## src/rtl/esc_ping_timer.sv

```systemverilog
// rtl/esc_ping_timer.sv - round-robin escalation ping timer with ping timeout and integrity reporting
// Optional feature macro: ESC_PING_STICKY_EN (sticky ping_fail_o, fail_idx_o frozen at first failure)
module esc_ping_timer #(
    parameter int N_ESC = 4,
    parameter int CNT_W = 16,
    localparam int IDX_W = $clog2(N_ESC)
) (
    input  logic             clk_i,
    input  logic             rst_ni,
    input  logic             en_i,
    input  logic [CNT_W-1:0] period_i,
    input  logic [CNT_W-1:0] timeout_i,
    input  logic [N_ESC-1:0] esc_ping_ok_i,
    input  logic [N_ESC-1:0] esc_integ_fail_i,
    output logic [N_ESC-1:0] esc_ping_en_o,
    output logic             ping_fail_o,
    output logic [IDX_W-1:0] fail_idx_o,
    output logic             integ_fail_o
);

    typedef enum logic [1:0] {
        IDLE = 2'd0,
        WAIT = 2'd1,
        PING = 2'd2
    } state_t;

    state_t           state;
    logic [CNT_W-1:0] cnt;
    logic [IDX_W-1:0] sel;
    logic [CNT_W-1:0] period_tc;
    logic [CNT_W-1:0] timeout_tc;
    logic             ok_sel;
    logic [IDX_W-1:0] sel_next;
    logic [N_ESC-1:0] sel_onehot;

    // A zero period/timeout behaves as one cycle so the terminal compare is always reachable.
    always_comb begin
        period_tc  = (period_i == '0) ? '0 : period_i - 1'b1;
        timeout_tc = (timeout_i == '0) ? '0 : timeout_i - 1'b1;
        ok_sel     = esc_ping_ok_i[sel];
        sel_next   = (sel == IDX_W'(N_ESC - 1)) ? '0 : sel + 1'b1;
        sel_onehot = {{(N_ESC-1){1'b0}}, 1'b1} << sel;
    end

    always_ff @(posedge clk_i or negedge rst_ni) begin
        if (!rst_ni) begin
            state         <= IDLE;
            cnt           <= '0;
            sel           <= '0;
            esc_ping_en_o <= '0;
            ping_fail_o   <= 1'b0;
            fail_idx_o    <= '0;
            integ_fail_o  <= 1'b0;
        end else begin
            integ_fail_o <= |esc_integ_fail_i;
`ifndef ESC_PING_STICKY_EN
            ping_fail_o  <= 1'b0;
`endif
            if (!en_i) begin
                // Aborted pings are not failures; sel is retained so the same channel is retried.
                state         <= IDLE;
                cnt           <= '0;
                esc_ping_en_o <= '0;
                ping_fail_o   <= 1'b0;
            end else begin
                case (state)
                    IDLE: begin
                        state <= WAIT;
                        cnt   <= '0;
                    end
                    WAIT: begin
                        if (cnt == period_tc) begin
                            state         <= PING;
                            cnt           <= '0;
                            esc_ping_en_o <= sel_onehot;
                        end else begin
                            cnt <= cnt + 1'b1;
                        end
                    end
                    PING: begin
                        if (ok_sel || (cnt == timeout_tc)) begin
                            if (!ok_sel) begin
`ifdef ESC_PING_STICKY_EN
                                if (!ping_fail_o) begin
                                    fail_idx_o <= sel;
                                end
`else
                                fail_idx_o <= sel;
`endif
                                ping_fail_o <= 1'b1;
                            end
                            state         <= WAIT;
                            cnt           <= '0;
                            sel           <= sel_next;
                            esc_ping_en_o <= '0;
                        end else begin
                            cnt <= cnt + 1'b1;
                        end
                    end
                    default: begin
                        state         <= IDLE;
                        cnt           <= '0;
                        esc_ping_en_o <= '0;
                    end
                endcase
            end
        end
    end

endmodule

```

## config.mk

```make
export PLATFORM = sky130hd
export DESIGN_NAME = esc_ping_timer
export DESIGN_NICKNAME = d
export VERILOG_FILES = /design/src/rtl/esc_ping_timer.sv
export SDC_FILE = /design/constraint.sdc
export NUM_CORES = 1
export LEC_CHECK = 0
export ABC_AREA = 1
export BUFFER_PORTS_ARGS = -buffer_cell sky130_fd_sc_hd__buf_2
export CORE_MARGIN = 8
export CORE_UTILIZATION = 52
export CTS_CLUSTER_DIAMETER = 30
export DETAILED_ROUTE_END_ITERATION = 6
export PLACE_DENSITY = 0.82
export SLEW_MARGIN = 30
export SYNTH_ARGS = -nofsm -noshare
export SYNTH_HDL_FRONTEND = slang
export SYNTH_SLANG_ARGS = --single-unit
```

## constraint.sdc

```tcl
create_clock -name clk_i -period 1.95 [get_ports clk_i]
set_clock_uncertainty 0.1 [all_clocks]
set_input_delay 0.39 -clock clk_i [delete_from_list [all_inputs] [get_ports clk_i]]
set_output_delay 0.39 -clock clk_i [all_outputs]
set_load 0.01 [all_outputs]
```

==> impl_results.md <==
* Finished Cell Area at around 4500 um^2
* Wire per inst at around 17 um
* Die area at ~8500 um^2
* Ys flop type: dfrtp_1
* Non-Filler Instances at about 730
* Worst setup SP type: primary input
* Register Area at 701 um^2
* Slew at the pin closest to its max-slew limit at between 0.6 and 0.7 ns
* Layout cells sized above 1 at 0.380
* Yosys warnings at 0
* Post-synth ARST share at 1.00
* Grt ovf at 0
* Period minus WS final at about 2.4 ns
* Clk slew on worst S/H paths at ~0.10 ns
* Sequential element share of the synthesized area at 0.233
* Hold buffer count at CTS at 0
* Top cell by count, worst path: nand2_1
* Worst-Skew Late Latency at ~0.28 ns
* Status: finished with violations
* Final hold violation count at 0
* Worst path arrival time at 2.48 ns
* ANT cells at 0
* Core area at about 5500 um^2
* Sw Pwr at 960 uW
* Dpl cell area at 4020 um^2
* Hold WC Path Type: in2async
* FF+latch count, synth at 28
* DRT iter0 DRCs at 515
* TritonCTS buffer count at 3
* # fillers at 350
* RSZ-0062 raised after global routing: yes
* H-Tree Depth at 1
* Combinational power share at 0.490
* Final setup fails at 27
* Share of Yosys cell area claimed by the top area cell type at 0.233
* Detailed-route via count at ~4.3k
* Sequential share of power at 0.308
* Boundary pin count at 51
* CP Cell Sequence: buf_6 -> clkinvlp_4 -> ha_4 -> nand2_4 -> buf_6 -> nor2_1 -> or2_2 -> nand3_1 -> nand2_1 -> nand2_1 -> nand2_1 -> nor2_4 -> nand3_4 -> nand3_2 -> nand2_4 -> nand2_8 -> nor2_4
* Worst setup EP type: flop
* Worst path slowest cell: or2_2
* Die Span X at ~90 um
* Final core occ at 0.821
* Bufs and invs on worst path at 3
* Post-synth EDFFs at 0
* Sw Share at 0.421
* Port Buffer Count at 50
* Via/cell ratio at about 5.9
* Global-route wire length before repair at 17,800 um
* Max clock buf depth at 2
* Vias in the first global route at slightly below 4k
* Most common cell in the netlist: nand2_1
* Mapped Avg Cell Area at roughly 6 um^2
* Die H at between 90 and 100 um
* Leak Pwr at ~2.3 nW
* CTS tree: done
* WL final at 12,600 um
* Num Clock Sinks at 28
* ANT nets after route at 0
* DRC Markers at 0
* Post-Synthesis Cell Area at approximately 3000 um^2
* First drt pass iteration count at 6
* Failing checks: negative setup slack
* Crit Path Max Fanout at 8
* Tot GR Track Use at 0.252
* Placed insts at between 700 and 800
* Fin worst setup slack at -0.465 ns
* CP delay by family, top: simple AND/OR/NAND/NOR gates
* Final setup TNS at -11.44 ns
* Initial antenna violation count at 0
* Mapped Nets at between 500 and 600
* P&R area growth vs syn at 51.5%
* Fin crit share at 1.24
* Pre-CTS WS at -0.594 ns
* Cell taking the most area after synthesis: dfrtp_1
* Internal power at approximately 1.3 mW
* Max incr delay on CP at 0.34 ns
* Synth top area cells: dfrtp_1, nand2_1, nand3_1, nor2_1, inv_1
* Clock Tree Root: clkbuf_8
* Slew Viols, Final at 0
* Std-Cell Rows at 27
* Peak VDD IR at about 0.61 mV
* Starting Density at 0.542
* Post-synth top cells: nand2_1, nor2_1, inv_1, nand3_1, dfrtp_1
* Synth Instances at roughly 500
* PD cells at about 500 nW/um^2
* Distinct cell type count after synthesis at 30
* Area of the multi-input gates at 2340 um^2
* Max Cap Violations at 0
* Fin nets at ~720
* Crit path kind: in2reg
* Max Fclk at approximately 410 MHz
* Dpl hpwl at 7620 um
* RD Place Congestion at approximately 1
* Pin count of the biggest net entering global routing at 29
* Worst path required time at roughly 2.0 ns
* Max-slew headroom at 0.581
* Clk network pwr share at 0.202
## what timing repair did
action,4_1_cts,5_1_grt
hold endpoints to repair,0,0
pin swaps,37,26
gates cloned,3,0
setup endpoints to repair,27,27
gates resized for setup,49,37
setup buffers,13,2
## cell type report
class,count,area share
repair buffers,158,0.243
clock buffers,3,0.00908
clock inverters,1,0.00660
well taps,72,0.0198
flip-flops and latches,28,0.154
multi-input cells,407,0.515
inverters,63,0.0528
## cell usage in the layout, fill, tap and decap left out, types with 4 or more instances in the layout
cell type,instances
ha_1,9
nand4_1,21
buf_4,98
nor2_4,15
dfrtp_1,28
nand2_2,18
buf_2,49
a21oi_1,4
nand3_2,10
buf_6,11
nor2_2,23
inv_1,60
nand2_1,153
o21ai_1,5
xor2_1,13
nor2_1,44
o21ai_0,6
nand2_4,6
nand2_8,4
nand3_1,55
## worst paths after layout
path                                     start  slack [ns]  cells past startpoint                to
setup / recovery                  timeout_i[0]       -0.46                     17            cnt[5]
max in group asynchronous               rst_ni        1.32                      1          state[1]
min in group clk_i         esc_integ_fail_i[0]        0.20                      2      integ_fail_o
setup reg to reg                        cnt[0]       -0.27                      9           cnt[14]
hold / removal                          rst_ni        0.02                      1           cnt[14]
hold reg to reg               esc_ping_en_o[2]        0.39                      2  esc_ping_en_o[2]
## power by group through the flow
stage          clock network [mW]  logic, mW  registers (mW)
2_1_floorplan                   0      0.502           0.700
3_5_place_dp                    0      0.805           0.702
3_3_place_gp                    0      0.769           0.700
6_report                    0.460       1.12           0.703
5_1_grt                     0.484       1.21           0.709
4_1_cts                     0.463      0.958           0.695
## worst register-to-register path: stages (launching register included)
cell,delay (ns)
dfrtp_1,0.43
ha_1,0.20
nand3_1,0.13
nor3_2,0.22
nand3_1,0.18
nor3_2,0.19
nand2_1,0.14
nor4_2,0.26
xor2_1,0.22
nor2_2,0.06
## cell families (layout without fill, tap and decap cells)
kind of cell	Yosys count	in the layout	share of synthesized area
buf+inv	69	225	0.0996
xor+xnor	15	15	0.0438
simple gates	358	361	0.539
fa+ha+maj	11	11	0.0459
compound gates	20	20	0.0379
flops	28	28	0.233
## registers in the layout (all words and copies together) (netlist names)
name	count
esc_ping_en_o	4
ping_fail_o	1
integ_fail_o	1
fail_idx_o	2
sel	2
cnt	16
state	2
## per-stage QoR
step / power (mW) / hold WS [ns]
after global placement: 1.47 / 0.327
final: 2.28 / 0.0172
after CTS: 2.12 / 0.0410
after global routing: 2.40 / 0.0739
after detailed placement: 1.51 / 0.338
after floorplan: 1.20 / -0.00559
## metal layers
layer / up-vias / GRT usage / part of all wire
met5: - / 0 / 0
met4: 0 / 0.121 / 0.066
met3: 105 / 0.0538 / 0.11
met2: 334 / 0.436 / 0.46
met1: 1923 / 0.289 / 0.35
li1: 1924 / - / -
(Power assumes the default switching activity.)
